--- src/rtl/sdspi_rx_deserializer_pkg.sv ---
// Shared constants for the SD-SPI receive deserializer: FSM encodings and the start-token level.
package sdspi_rx_deserializer_pkg;

  localparam logic [1:0] ST_IDLE       = 2'd0;
  localparam logic [1:0] ST_WAIT_TOKEN = 2'd1;
  localparam logic [1:0] ST_SHIFT      = 2'd2;

  localparam logic SD_START_TOKEN_BIT = 1'b0;

  // Smallest counter width able to hold 0..n-1, never below 1 bit.
  function automatic int unsigned cnt_width(input int unsigned n);
    return (n > 1) ? $clog2(n) : 1;
  endfunction

endpackage

--- src/rtl/sdspi_rx_deserializer_sipo_shift.sv ---
// Serial-in/parallel-out shifter. q_next is the word as it will look after the next enabled
// shift, so the caller can capture a completed word in the same cycle as its final bit.
module sipo_shift #(
  parameter int unsigned WIDTH     = 8,
  parameter bit          MSB_FIRST = 1'b1
) (
  input  logic             clk,
  input  logic             rst,
  input  logic             en,
  input  logic             clr,
  input  logic             d,
  output logic [WIDTH-1:0] q_next
);

  logic [WIDTH-1:0] q_q;

  generate
    if (WIDTH == 1) begin : g_single
      assign q_next = d;
    end else if (MSB_FIRST) begin : g_msb
      assign q_next = {q_q[WIDTH-2:0], d};
    end else begin : g_lsb
      assign q_next = {d, q_q[WIDTH-1:1]};
    end
  endgenerate

  always_ff @(posedge clk or posedge rst) begin
    if (rst) begin
      q_q <= '0;
    end else if (clr) begin
      q_q <= '0;
    end else if (en) begin
      q_q <= q_next;
    end
  end

endmodule

--- src/rtl/sdspi_rx_deserializer.sv ---
// SD-SPI receive deserializer: waits for the start token, assembles WIDTH-bit words from MISO
// and drives clear/write strobes to the downstream register.
module sdspi_rx_deserializer
  import sdspi_rx_deserializer_pkg::*;
#(
  parameter int unsigned WIDTH     = 8,
  parameter bit          MSB_FIRST = 1'b1,
  parameter int unsigned TIMEOUT   = 1024
) (
  input  logic             clk,
  input  logic             rst,
  input  logic             start,
  input  logic [15:0]      nwords,
  input  logic             abort,
  input  logic             sclk_rise,
  input  logic             miso,
  output logic             cl,
  output logic             w,
  output logic [WIDTH-1:0] din,
  output logic             busy,
  output logic             done,
  output logic             err,
  output logic [15:0]      word_idx
);

  localparam int unsigned TW = cnt_width(TIMEOUT);
  localparam int unsigned BW = cnt_width(WIDTH);

  localparam logic [TW-1:0] TCNT_LAST = TW'(TIMEOUT - 1);
  localparam logic [BW-1:0] BCNT_LAST = BW'(WIDTH - 1);

  logic [1:0]       state_q, state_d;
  logic [TW-1:0]    tcnt_q, tcnt_d;
  logic [BW-1:0]    bcnt_q, bcnt_d;
  logic [15:0]      nwords_q, nwords_d;
  logic [15:0]      word_idx_q, word_idx_d;
  logic [WIDTH-1:0] din_q, din_d;
  logic             cl_q, cl_d;
  logic             w_q, w_d;
  logic             busy_q, busy_d;
  logic             done_q, done_d;
  logic             err_q, err_d;

  logic             shift_en;
  logic             shift_clr;
  logic [WIDTH-1:0] shift_next;

  sipo_shift #(
    .WIDTH     (WIDTH),
    .MSB_FIRST (MSB_FIRST)
  ) u_sipo (
    .clk    (clk),
    .rst    (rst),
    .en     (shift_en),
    .clr    (shift_clr),
    .d      (miso),
    .q_next (shift_next)
  );

  always_comb begin
    state_d    = state_q;
    tcnt_d     = tcnt_q;
    bcnt_d     = bcnt_q;
    nwords_d   = nwords_q;
    word_idx_d = word_idx_q;
    din_d      = din_q;
    busy_d     = busy_q;
    err_d      = err_q;
    cl_d       = 1'b0;
    w_d        = 1'b0;
    done_d     = 1'b0;
    shift_en   = 1'b0;
    shift_clr  = 1'b0;

    case (state_q)
      ST_IDLE: begin
        if (start) begin
          err_d = 1'b0;
          if (nwords == 16'd0) begin
            done_d = 1'b1;
          end else begin
            nwords_d   = nwords;
            cl_d       = 1'b1;
            busy_d     = 1'b1;
            word_idx_d = 16'd0;
            tcnt_d     = '0;
            bcnt_d     = '0;
            shift_clr  = 1'b1;
            state_d    = ST_WAIT_TOKEN;
          end
        end
      end

      ST_WAIT_TOKEN: begin
        if (abort) begin
          done_d    = 1'b1;
          err_d     = 1'b1;
          busy_d    = 1'b0;
          shift_clr = 1'b1;
          state_d   = ST_IDLE;
        end else if (sclk_rise) begin
          if (miso == SD_START_TOKEN_BIT) begin
            bcnt_d  = '0;
            state_d = ST_SHIFT;
          end else if (tcnt_q == TCNT_LAST) begin
            done_d  = 1'b1;
            err_d   = 1'b1;
            busy_d  = 1'b0;
            state_d = ST_IDLE;
          end else begin
            tcnt_d = tcnt_q + 1'b1;
          end
        end
      end

      ST_SHIFT: begin
        // Abort wins over a coincident strobe, so the partial word never reaches din.
        if (abort) begin
          done_d    = 1'b1;
          err_d     = 1'b1;
          busy_d    = 1'b0;
          shift_clr = 1'b1;
          state_d   = ST_IDLE;
        end else if (sclk_rise) begin
          shift_en = 1'b1;
          if (bcnt_q == BCNT_LAST) begin
            w_d        = 1'b1;
            din_d      = shift_next;
            word_idx_d = word_idx_q + 16'd1;
            bcnt_d     = '0;
            if (word_idx_q + 16'd1 == nwords_q) begin
              done_d  = 1'b1;
              busy_d  = 1'b0;
              state_d = ST_IDLE;
            end
          end else begin
            bcnt_d = bcnt_q + 1'b1;
          end
        end
      end

      default: begin
        busy_d  = 1'b0;
        state_d = ST_IDLE;
      end
    endcase
  end

  always_ff @(posedge clk or posedge rst) begin
    if (rst) begin
      state_q    <= ST_IDLE;
      tcnt_q     <= '0;
      bcnt_q     <= '0;
      nwords_q   <= '0;
      word_idx_q <= '0;
      din_q      <= '0;
      cl_q       <= 1'b0;
      w_q        <= 1'b0;
      busy_q     <= 1'b0;
      done_q     <= 1'b0;
      err_q      <= 1'b0;
    end else begin
      state_q    <= state_d;
      tcnt_q     <= tcnt_d;
      bcnt_q     <= bcnt_d;
      nwords_q   <= nwords_d;
      word_idx_q <= word_idx_d;
      din_q      <= din_d;
      cl_q       <= cl_d;
      w_q        <= w_d;
      busy_q     <= busy_d;
      done_q     <= done_d;
      err_q      <= err_d;
    end
  end

  assign cl       = cl_q;
  assign w        = w_q;
  assign din      = din_q;
  assign busy     = busy_q;
  assign done     = done_q;
  assign err      = err_q;
  assign word_idx = word_idx_q;

endmodule

--- config.mk ---
export PLATFORM = sky130hd
export DESIGN_NAME = sdspi_rx_deserializer
export DESIGN_NICKNAME = d
export VERILOG_FILES = /design/src/rtl/sdspi_rx_deserializer_pkg.sv /design/src/rtl/sdspi_rx_deserializer_sipo_shift.sv /design/src/rtl/sdspi_rx_deserializer.sv
export SDC_FILE = /design/constraint.sdc
export NUM_CORES = 1
export LEC_CHECK = 0
export ABC_AREA = 0
export CORE_MARGIN = 2
export CORE_UTILIZATION = 35
export CTS_CLUSTER_SIZE = 24
export DETAILED_ROUTE_END_ITERATION = 7
export SKIP_LAST_GASP = 1
export SYNTH_ARGS = -nofsm -noshare
export SYNTH_HDL_FRONTEND = slang
export SYNTH_HIERARCHICAL = 1
export SYNTH_SLANG_ARGS = --single-unit
--- constraint.sdc ---
create_clock -name clk -period 2.81 [get_ports clk]
set_clock_uncertainty 0.2 [all_clocks]
set_input_delay 0.562 -clock clk [delete_from_list [all_inputs] [get_ports clk]]
set_output_delay 0.562 -clock clk [all_outputs]
set_load 0.01 [all_outputs]
# After elaboration in Yosys (flattened, before gate mapping)

Cells that the tools add are included.

Add/subtract/negate cells: 3
Bitwise operators: 2
Reductions and logical operators: 15
Mux-type cells: 76
Equality and inequality tests: 23

Operators by type and width:

| kind                                          | count |
|---|---|
| two-way mux 16 bit                            | 5 |
| two-way mux 10 bit                            | 6 |
| two-way mux 1 bit                             | 37 |
| one-hot mux 16 bit (2 select lines)           | 1 |
| two-way mux 3 bit                             | 8 |
| inequality test 2 bit, second input constant  | 11 |
| two-way mux 2 bit                             | 10 |
| one-hot mux 10 bit (2 select lines)           | 1 |
| inequality test 3 bit, second input constant  | 6 |
| adder 16 x 1 -> 16 bit, second input constant | 1 |
| equality test 16 bit                          | 1 |
| zero test 16 bit                              | 1 |
| AND reduction 8 bit                           | 2 |
| two-way mux 7 bit                             | 2 |
| AND reduction 7 bit                           | 2 |
| AND reduction 6 bit                           | 2 |
| adder 10 x 1 -> 10 bit, second input constant | 1 |
| equality test 10 bit, second input constant   | 1 |
| one-hot mux 1 bit (3 select lines)            | 3 |
| one-hot mux 3 bit (3 select lines)            | 1 |
| one-hot mux 2 bit (3 select lines)            | 1 |
| nonzero test 2 bit                            | 3 |
| inequality test 4 bit, second input constant  | 1 |
| AND reduction 4 bit                           | 1 |
| other kinds (10)                              | 11 |

Bits in registers: 67
Word-level logic and storage cells: 131
Input bits: 22

# Longest topological paths before layout

Gate-level depths: netlist of run 1.

Depth after elaboration: 7
Gate-level depth with buffers: 10
Depth with buffers taken out: 10

# Modules after synthesis

The synthesis of run 1 kept the hierarchy.

By module, submodules not included:

| module                | instances | cells an instance | area each (µm²) | sequential area each (µm²) |
|---|---|---|---|---|
| sdspi_rx_deserializer | 1         | 371               | 3558.4          | 1501.4 |
| sipo_shift            | 1         | 24                | 294.0           | 175.2 |

# Worst setup path after synthesis of run 1

No wires, ideal clock.

Path type: reg-to-reg
Start: register word_idx_q[0] (netlist: word_idx[0])
End: register state_q[0]
Path buffers: 1
Slack: 0.205 ns
Arrival: 2.280 ns
Cell stages (with the launch flop): 10
Period minus slack after synthesis: 2.605 ns
Cell sequence: dfrtp_1 > ha_1 > and4_1 > buf_2 > nand4_1 > nor3b_1 > o22ai_1 > nor4b_4 > o21ai_2 > mux2_4

Longest elaborated chain between the ends: 4

RTL lines:

| what                            | line                         | text |
|---|---|---|
| start: declaration              | sdspi_rx_deserializer.sv:36  | `logic [15:0] word_idx_q, word_idx_d;` |
| start signal: assignment        | sdspi_rx_deserializer.sv:167 | `word_idx_q <= word_idx_d;` |
| adder 16 x 1 -> 16 bit          | sdspi_rx_deserializer.sv:131 | `if (word_idx_q + 16'd1 == nwords_q) begin` |
| equality test 16 bit            | sdspi_rx_deserializer.sv:131 |  |
| inequality test 3 bit (no line) | n/a                          |  |
| AND reduction 7 bit (no line)   | n/a                          |  |
| end signal: assignment          | sdspi_rx_deserializer.sv:163 | `state_q <= state_d;` |
| end: declaration                | sdspi_rx_deserializer.sv:32  | `logic [1:0] state_q, state_d;` |

Every way passes these cells.
A chain may end at the register's enable or synchronous reset.

# Final worst setup path of run 1

Start: register word_idx_q[1] (netlist: word_idx[1])
End: register state_q[0]

Same word-level chain as after synthesis.

==> impl_metrics.env, run 1 <==
export IMPL_synth_warnings=6
export IMPL_core_area_um2=10800
export IMPL_row_count=38
export IMPL_drv_slew=0
export IMPL_cts_tree="done"
export IMPL_grt_start_max_net_pins=61
export IMPL_avgRoutedWirePerCell_um=15.2
export IMPL_setup_tns_final_ns=0
export IMPL_drt_iter0_drc=126
export IMPL_pwr_share_comb_pct=40.8
export IMPL_routed_wl_mm=9.48
export IMPL_synth_common_cells="dfrtp_1, nand2_1, o21ai_0"
export IMPL_finalCritPeriodShare_pct=96.1
export IMPL_synth_edf_count=0
export IMPL_ys_types=57
export IMPL_outcome="complete, no violations"
export IMPL_crit_fanout=5
export IMPL_maxCapViolations=0
export IMPL_setup_violations_final=0
export IMPL_preCtsSetupSlack_ns=-0.102
export IMPL_fin_ws_ns=0.110
export IMPL_insertion_delay_ns=0.36
export IMPL_drtPass1Iterations=4
export IMPL_grt_first_pass_wirelength_mm=15.6
export IMPL_internal_power_mw=2.40
export IMPL_worstPathArrival_ns=2.74
export IMPL_gp_congestion=0.865
export IMPL_synthMostInstantiatedCell="dfrtp_1"
export IMPL_clockPowerShare_pct=24.6
export IMPL_dieArea_um2=11900
export IMPL_post_dp_hpwl_mm=7.06
export IMPL_cts_hold_buf=0
export IMPL_antenna_found_initial=0
export IMPL_start_util_pct=35.7
export IMPL_yosysSeqAreaShare_pct=43.5
export IMPL_crit_required_ns=2.85
export IMPL_avgSynthCellArea_um2=9.75
export IMPL_timing_rr_start="word_idx[1]"
export IMPL_grt_pass1_vias=3179
export IMPL_track_usage_pct=17.0
export IMPL_p_per_area_nw_per_um2=741
export IMPL_synth_ff_latch_count=67
export IMPL_syn_nets=425
export IMPL_die_h_um=109
export IMPL_hold_viol_final=0
export IMPL_worstReg2RegEnd="state_q[0]"
export IMPL_cts_resized=0
export IMPL_cp_start_kind="register"
export IMPL_layout_min_cycle_time_ns=2.70
export IMPL_viasPerCell=5.13
export IMPL_drive_gt1_share_pct=19.8
export IMPL_cts_inserted_buffers=9
export IMPL_die_w_um=109
export IMPL_endpoint_kind="register"
export IMPL_cts_max_level=3
export IMPL_rsz0062_at_grt="no"
export IMPL_reg2reg_slack_ns=0.11
export IMPL_p_switching_mw=1.30
export IMPL_grt_ovfl_total=0
export IMPL_tightest_slew_ns=0.603
export IMPL_clock_path_buffers=2
export IMPL_synth_area_top_cells="dfrtp_1, mux2_2, nand2_1, o21ai_0, xnor2_1"
export IMPL_clkTransAtPathRegs_ns=0.08
export IMPL_vias=3207
export IMPL_cts_root_buf="clkbuf_8"
export IMPL_fmax_mhz=370
export IMPL_nNetsFinal=510
export IMPL_r2r_cells=8
export IMPL_portBuffers=50
export IMPL_leakage_nw=2.16
export IMPL_areaGrowthSynthToFinish_pct=29.7
export IMPL_synth_main_ff_cell="dfrtp_1"
export IMPL_hp_class="primary input to async pin"
export IMPL_cts_setup_buffers=0
export IMPL_io_pins=51
export IMPL_max_vdd_ir_drop_mv=0.303
export IMPL_syn_inst=395
export IMPL_crit_path_start="word_idx[1]"
export IMPL_clock_sinks=67
export IMPL_switching_share_pct=35.1
export IMPL_synth_top_area_share_pct=43.5
export IMPL_p_seq_share_pct=34.6
export IMPL_slew_headroom_pct=59.5
export IMPL_path_class="register to register"
export IMPL_remaining_drc_errors=0
export IMPL_diodes=0
export IMPL_yosysTopAreaCell="dfrtp_1"
export IMPL_async_flop_share_pct=100
export IMPL_antenna_left=0
export IMPL_netlist_area_um2=3850
-- critical path, stage by stage, from the launching register on --
cell	delay (ns)
dfrtp_1	0.43
buf_4	0.15
and4_2	0.29
nand4_1	0.19
o311ai_0	0.37
a31o_1	0.17
nor4b_4	0.40
o21ai_2	0.10
mux2_4	0.30
-- cells in the final DEF (no fill, tap or decap), drive strengths merged, types with 8 or more instances in the layout --
cell           synthesis  routed
a21oi                 12      12
buf                    9      45
clkbuf                12       9
clkdlybuf4s50          0      50
dfrtp                 67      67
ha                     8       8
inv                   14      14
mux2                  19      19
mux2i                  9       9
nand2                 52      52
nand3                 15      15
nand4                 12      12
nor2                  22      22
o21ai                 27      27
o31ai                 16      16
xnor2                 15      15
-- power groups by stage --
stage	clock, mW	sequential (mW)	combinational [mW]
after floorplan	0	1.27	1.05
after global placement	0	1.30	1.48
after detailed placement	0	1.30	1.51
after CTS	0.939	1.28	1.52
after global routing	0.983	1.31	1.65
final	0.912	1.28	1.51
-- kinds of logic (layout without fill, tap and decap cells) --
logic type	after synthesis	count (layout)	synth area share [%]
simple gates	145	145	19.9
compound gates	91	91	16.2
flops	67	67	43.5
buf+inv	35	125	4.84
mux	28	28	7.99
xor+xnor	21	21	4.97
fa+ha+maj	8	8	2.60
-- flip-flops by register name, summed over array words and instances (netlist names) --
signal,count
cl,1
u_sipo/q_q,7
state_q,2
din,8
err,1
bcnt_q,3
tcnt_q,10
nwords_q,16
busy,1
done,1
w,1
word_idx,16
-- worst max path at each step --
stage,end,slack [ns]
CTS,state_q[0],0.12
detailed placement,word_idx[15],-0.10
global placement,word_idx[14],0.02
floorplan,state_q[0],0.20
global route,state_q[0],0.003
finish,state_q[0],0.11
-- per-stage QoR --
step	power (mW)	util (%)	area [µm²]	hold WS (ns)	instances
global route	3.94	46.3	5000	0.304	625
CTS	3.74	46.3	5000	0.271	625
global placement	2.78	44.2	4770	0.264	609
floorplan	2.32	-	3850	0.165	395
finish	3.70	46.3	5000	0.276	625
detailed placement	2.81	44.2	4770	0.262	609
-- per-layer routing --
layer	wire length (µm)	track usage, %	vias to the layer above
li1	-	-	1584
met1	4390	22.2	1537
met2	4460	27.7	70
met3	424	3.41	16
met4	201	6.87	0
met5	0	0	-
-- area by class of cell --
type	instances	area, µm²
fill	1040	5800
tap	140	175
sequential	67	1680
clock buffer	9	124
multi-input combinational	293	1990
inverter	14	52.6
timing repair buffer	95	876
clock inverter	7	103
Note: power is estimated with default switching activity, not from simulation.
==> inputs of run 2 (changes only) <==
--- a/config.mk
+++ b/config.mk
@@ -10,7 +10,9 @@
 export CORE_UTILIZATION = 35
 export CTS_CLUSTER_SIZE = 24
 export DETAILED_ROUTE_END_ITERATION = 7
+export DONT_BUFFER_PORTS = 1
 export SKIP_LAST_GASP = 1
+export SLEW_MARGIN = 20
 export SYNTH_ARGS = -nofsm -noshare
 export SYNTH_HDL_FRONTEND = slang
 export SYNTH_HIERARCHICAL = 1
==> run 2 against run 1 <==
Clock power down 5.8%. Die area unchanged. Power down 5.1%. Non-clock buffer count down 61. Highest routed layer unchanged. Via count down 7.0%. First-iteration DRC count up 25%. Combinational power down 11%. Final area down 12%.
==> impl_metrics.env, run 2 (same netlist as run 1, synthesis figures left out) <==
export IMPL_outcome="complete, no violations"
export IMPL_setup_tns_final_ns=0
export IMPL_cts_max_level=3
export IMPL_met1_length_mm=4.03
export IMPL_finalNonFillerCells=564
export IMPL_cts_tree="done"
export IMPL_antenna_left=0
export IMPL_worstPathArrival_ns=2.70
export IMPL_wl_met2_mm=4.27
export IMPL_row_count=38
export IMPL_path_class="register to register"
export IMPL_hp_class="primary input to register"
export IMPL_diodes=0
export IMPL_antenna_found_initial=0
export IMPL_slew_headroom_pct=59.0
export IMPL_slowest_delay_ns=0.45
export IMPL_die_h_um=109
export IMPL_final_common_cell="dfrtp_1"
export IMPL_placed_cells=545
export IMPL_track_usage_pct=16.4
export IMPL_fin_util_pct=40.6
export IMPL_wl_met3_um=698
export IMPL_setup_violations_final=0
export IMPL_crit_chain="buf_4 > nand4_1 > or3_1 > xnor2_1 > nand4_2 > nor4b_4 > buf_4 > o21ai_2 > mux2_4"
export IMPL_hold_viol_final=0
export IMPL_cp_start_kind="register"
export IMPL_core_area_um2=10800
export IMPL_gp_congestion=0.862
export IMPL_insertion_delay_ns=0.36
export IMPL_cts_root_buf="clkbuf_8"
export IMPL_max_vdd_ir_drop_mv=0.302
export IMPL_layout_min_cycle_time_ns=2.65
export IMPL_avgRoutedWirePerCell_um=16.2
export IMPL_nNetsFinal=449
export IMPL_clock_path_buffers=2
export IMPL_preCtsSetupSlack_ns=0.0585
export IMPL_io_pins=51
export IMPL_worst_path_max_delay_cell="dfrtp_1"
export IMPL_grt_first_pass_wirelength_mm=15.0
export IMPL_drv_slew=0
export IMPL_tightest_slew_ns=0.615
export IMPL_die_w_um=109
export IMPL_rsz0062_at_grt="no"
export IMPL_endpoint_kind="register"
export IMPL_routed_wl_mm=9.15
export IMPL_highest_layer="met4"
export IMPL_finalCritPeriodShare_pct=94.4
export IMPL_drtPass1Iterations=4
export IMPL_fin_ws_ns=0.157
export IMPL_crit_required_ns=2.86
export IMPL_clock_sinks=67
export IMPL_remaining_drc_errors=0
export IMPL_grt_start_max_net_pins=34
export IMPL_critical_path_most_common_cell="buf_4"
export IMPL_fmax_mhz=377
export IMPL_dieArea_um2=11900
export IMPL_final_cell_mix="dfrtp_1, nand2_1, buf_4"
export IMPL_start_util_pct=35.7
export IMPL_fillCellCount=1046
export IMPL_leakage_nw=1.91
export IMPL_maxCapViolations=0
export IMPL_drt_iter0_drc=158
export IMPL_portBuffers=0
export IMPL_drive_gt1_share_pct=20.8
export IMPL_p_per_area_nw_per_um2=802
export IMPL_viasPerCell=5.29
export IMPL_post_dp_hpwl_mm=6.75
export IMPL_grt_pass1_vias=3000
export IMPL_clkTransAtPathRegs_ns=0.08
export IMPL_crit_fanout=6
export IMPL_cts_inserted_buffers=9
export IMPL_vias=2981
export IMPL_grt_ovfl_total=0
export IMPL_areaGrowthSynthToFinish_pct=13.7
==> run 2: cell types whose count changed in the layout (fill, tap and decap cells not counted), sizes merged <==
| cell | previous run | this run |
|---|---|---|
| clkdlybuf4s50 | 50 | 0 |
| buf | 45 | 33 |
| inv | 14 | 18 |
| clkinv | 4 | 1 |
| bufinv | 2 | 1 |
| dlygate4sd3 | 0 | 1 |
==> run 2: report_power, final <==
group	switching (mW)	internal [mW]	total, mW	leakage (nW)
sequential	0.160	1.14	1.30	0.887
combinational	0.707	0.647	1.35	0.921
clock	0.433	0.427	0.859	0.103
==> run 2: stage by stage <==
stage	total power, mW	cell area [µm²]	hold slack (ns)
floorplan	2.32	3850	0.165
global placement	2.65	4140	0.193
detailed placement	2.67	4140	0.199
CTS	3.56	4360	0.0877
global route	3.76	4380	0.0917
finish	3.52	4380	0.112
==> run 2: final timing paths <==
check | from | to | slack, ns | cells after the start
max | word_idx[0] | state_q[0] | 0.16 | 9
min | miso | din[0] | 0.11 | 2
max reg2reg | word_idx[0] | state_q[0] | 0.16 | 9
min reg2reg | u_sipo/q_q[6] | din[7] | 0.29 | 2
max in group asynchronous | rst | nwords_q[7] | 1.25 | 3
min in group asynchronous | rst | u_sipo/q_q[4] | 0.41 | 2
==> run 2: layer usage <==
layer | track usage (%) | vias up
met5 | 0 | -
met4 | 6.14 | 0
met3 | 5.44 | 13
met2 | 25.8 | 73
met1 | 20.7 | 1433
li1 | - | 1462
==> run 2: what timing repair did <==
item	4_1_cts	5_1_grt
buffers inserted	0	2
hold endpoints to repair	34	0
setup endpoints to repair	0	4
hold buffers	1	0
resized for setup	0	5
==> run 2: layout make-up <==
cell class	instances	area, µm²	area share, %
clock buffer	9	124	2.83
clock inverter	7	83.8	1.91
timing repair buffer	34	270	6.17
multi-input combinational	293	2000	45.6
sequential	67	1680	38.3
inverter	14	52.6	1.20
tap	140	175	4.00
==> run 2: critical path, delay by kind of cell (launching register included) <==
kind	cells	cell delay (ns)
xor gates and xnor gates	1	0.22
AOI/OAI and AO/OA	1	0.06
DFF	1	0.45
muxes	1	0.29
buffers and inverters	2	0.37
and+or+nand+nor	4	0.95
==> inputs of run 3 (changes only) <==
--- a/config.mk
+++ b/config.mk
@@ -11,7 +11,6 @@
 export CTS_CLUSTER_SIZE = 24
 export DETAILED_ROUTE_END_ITERATION = 7
 export DONT_BUFFER_PORTS = 1
-export SKIP_LAST_GASP = 1
 export SLEW_MARGIN = 20
 export SYNTH_ARGS = -nofsm -noshare
 export SYNTH_HDL_FRONTEND = slang
==> results of run 3 <==
Final layout, timing and power as in run 2 (identical DEF).
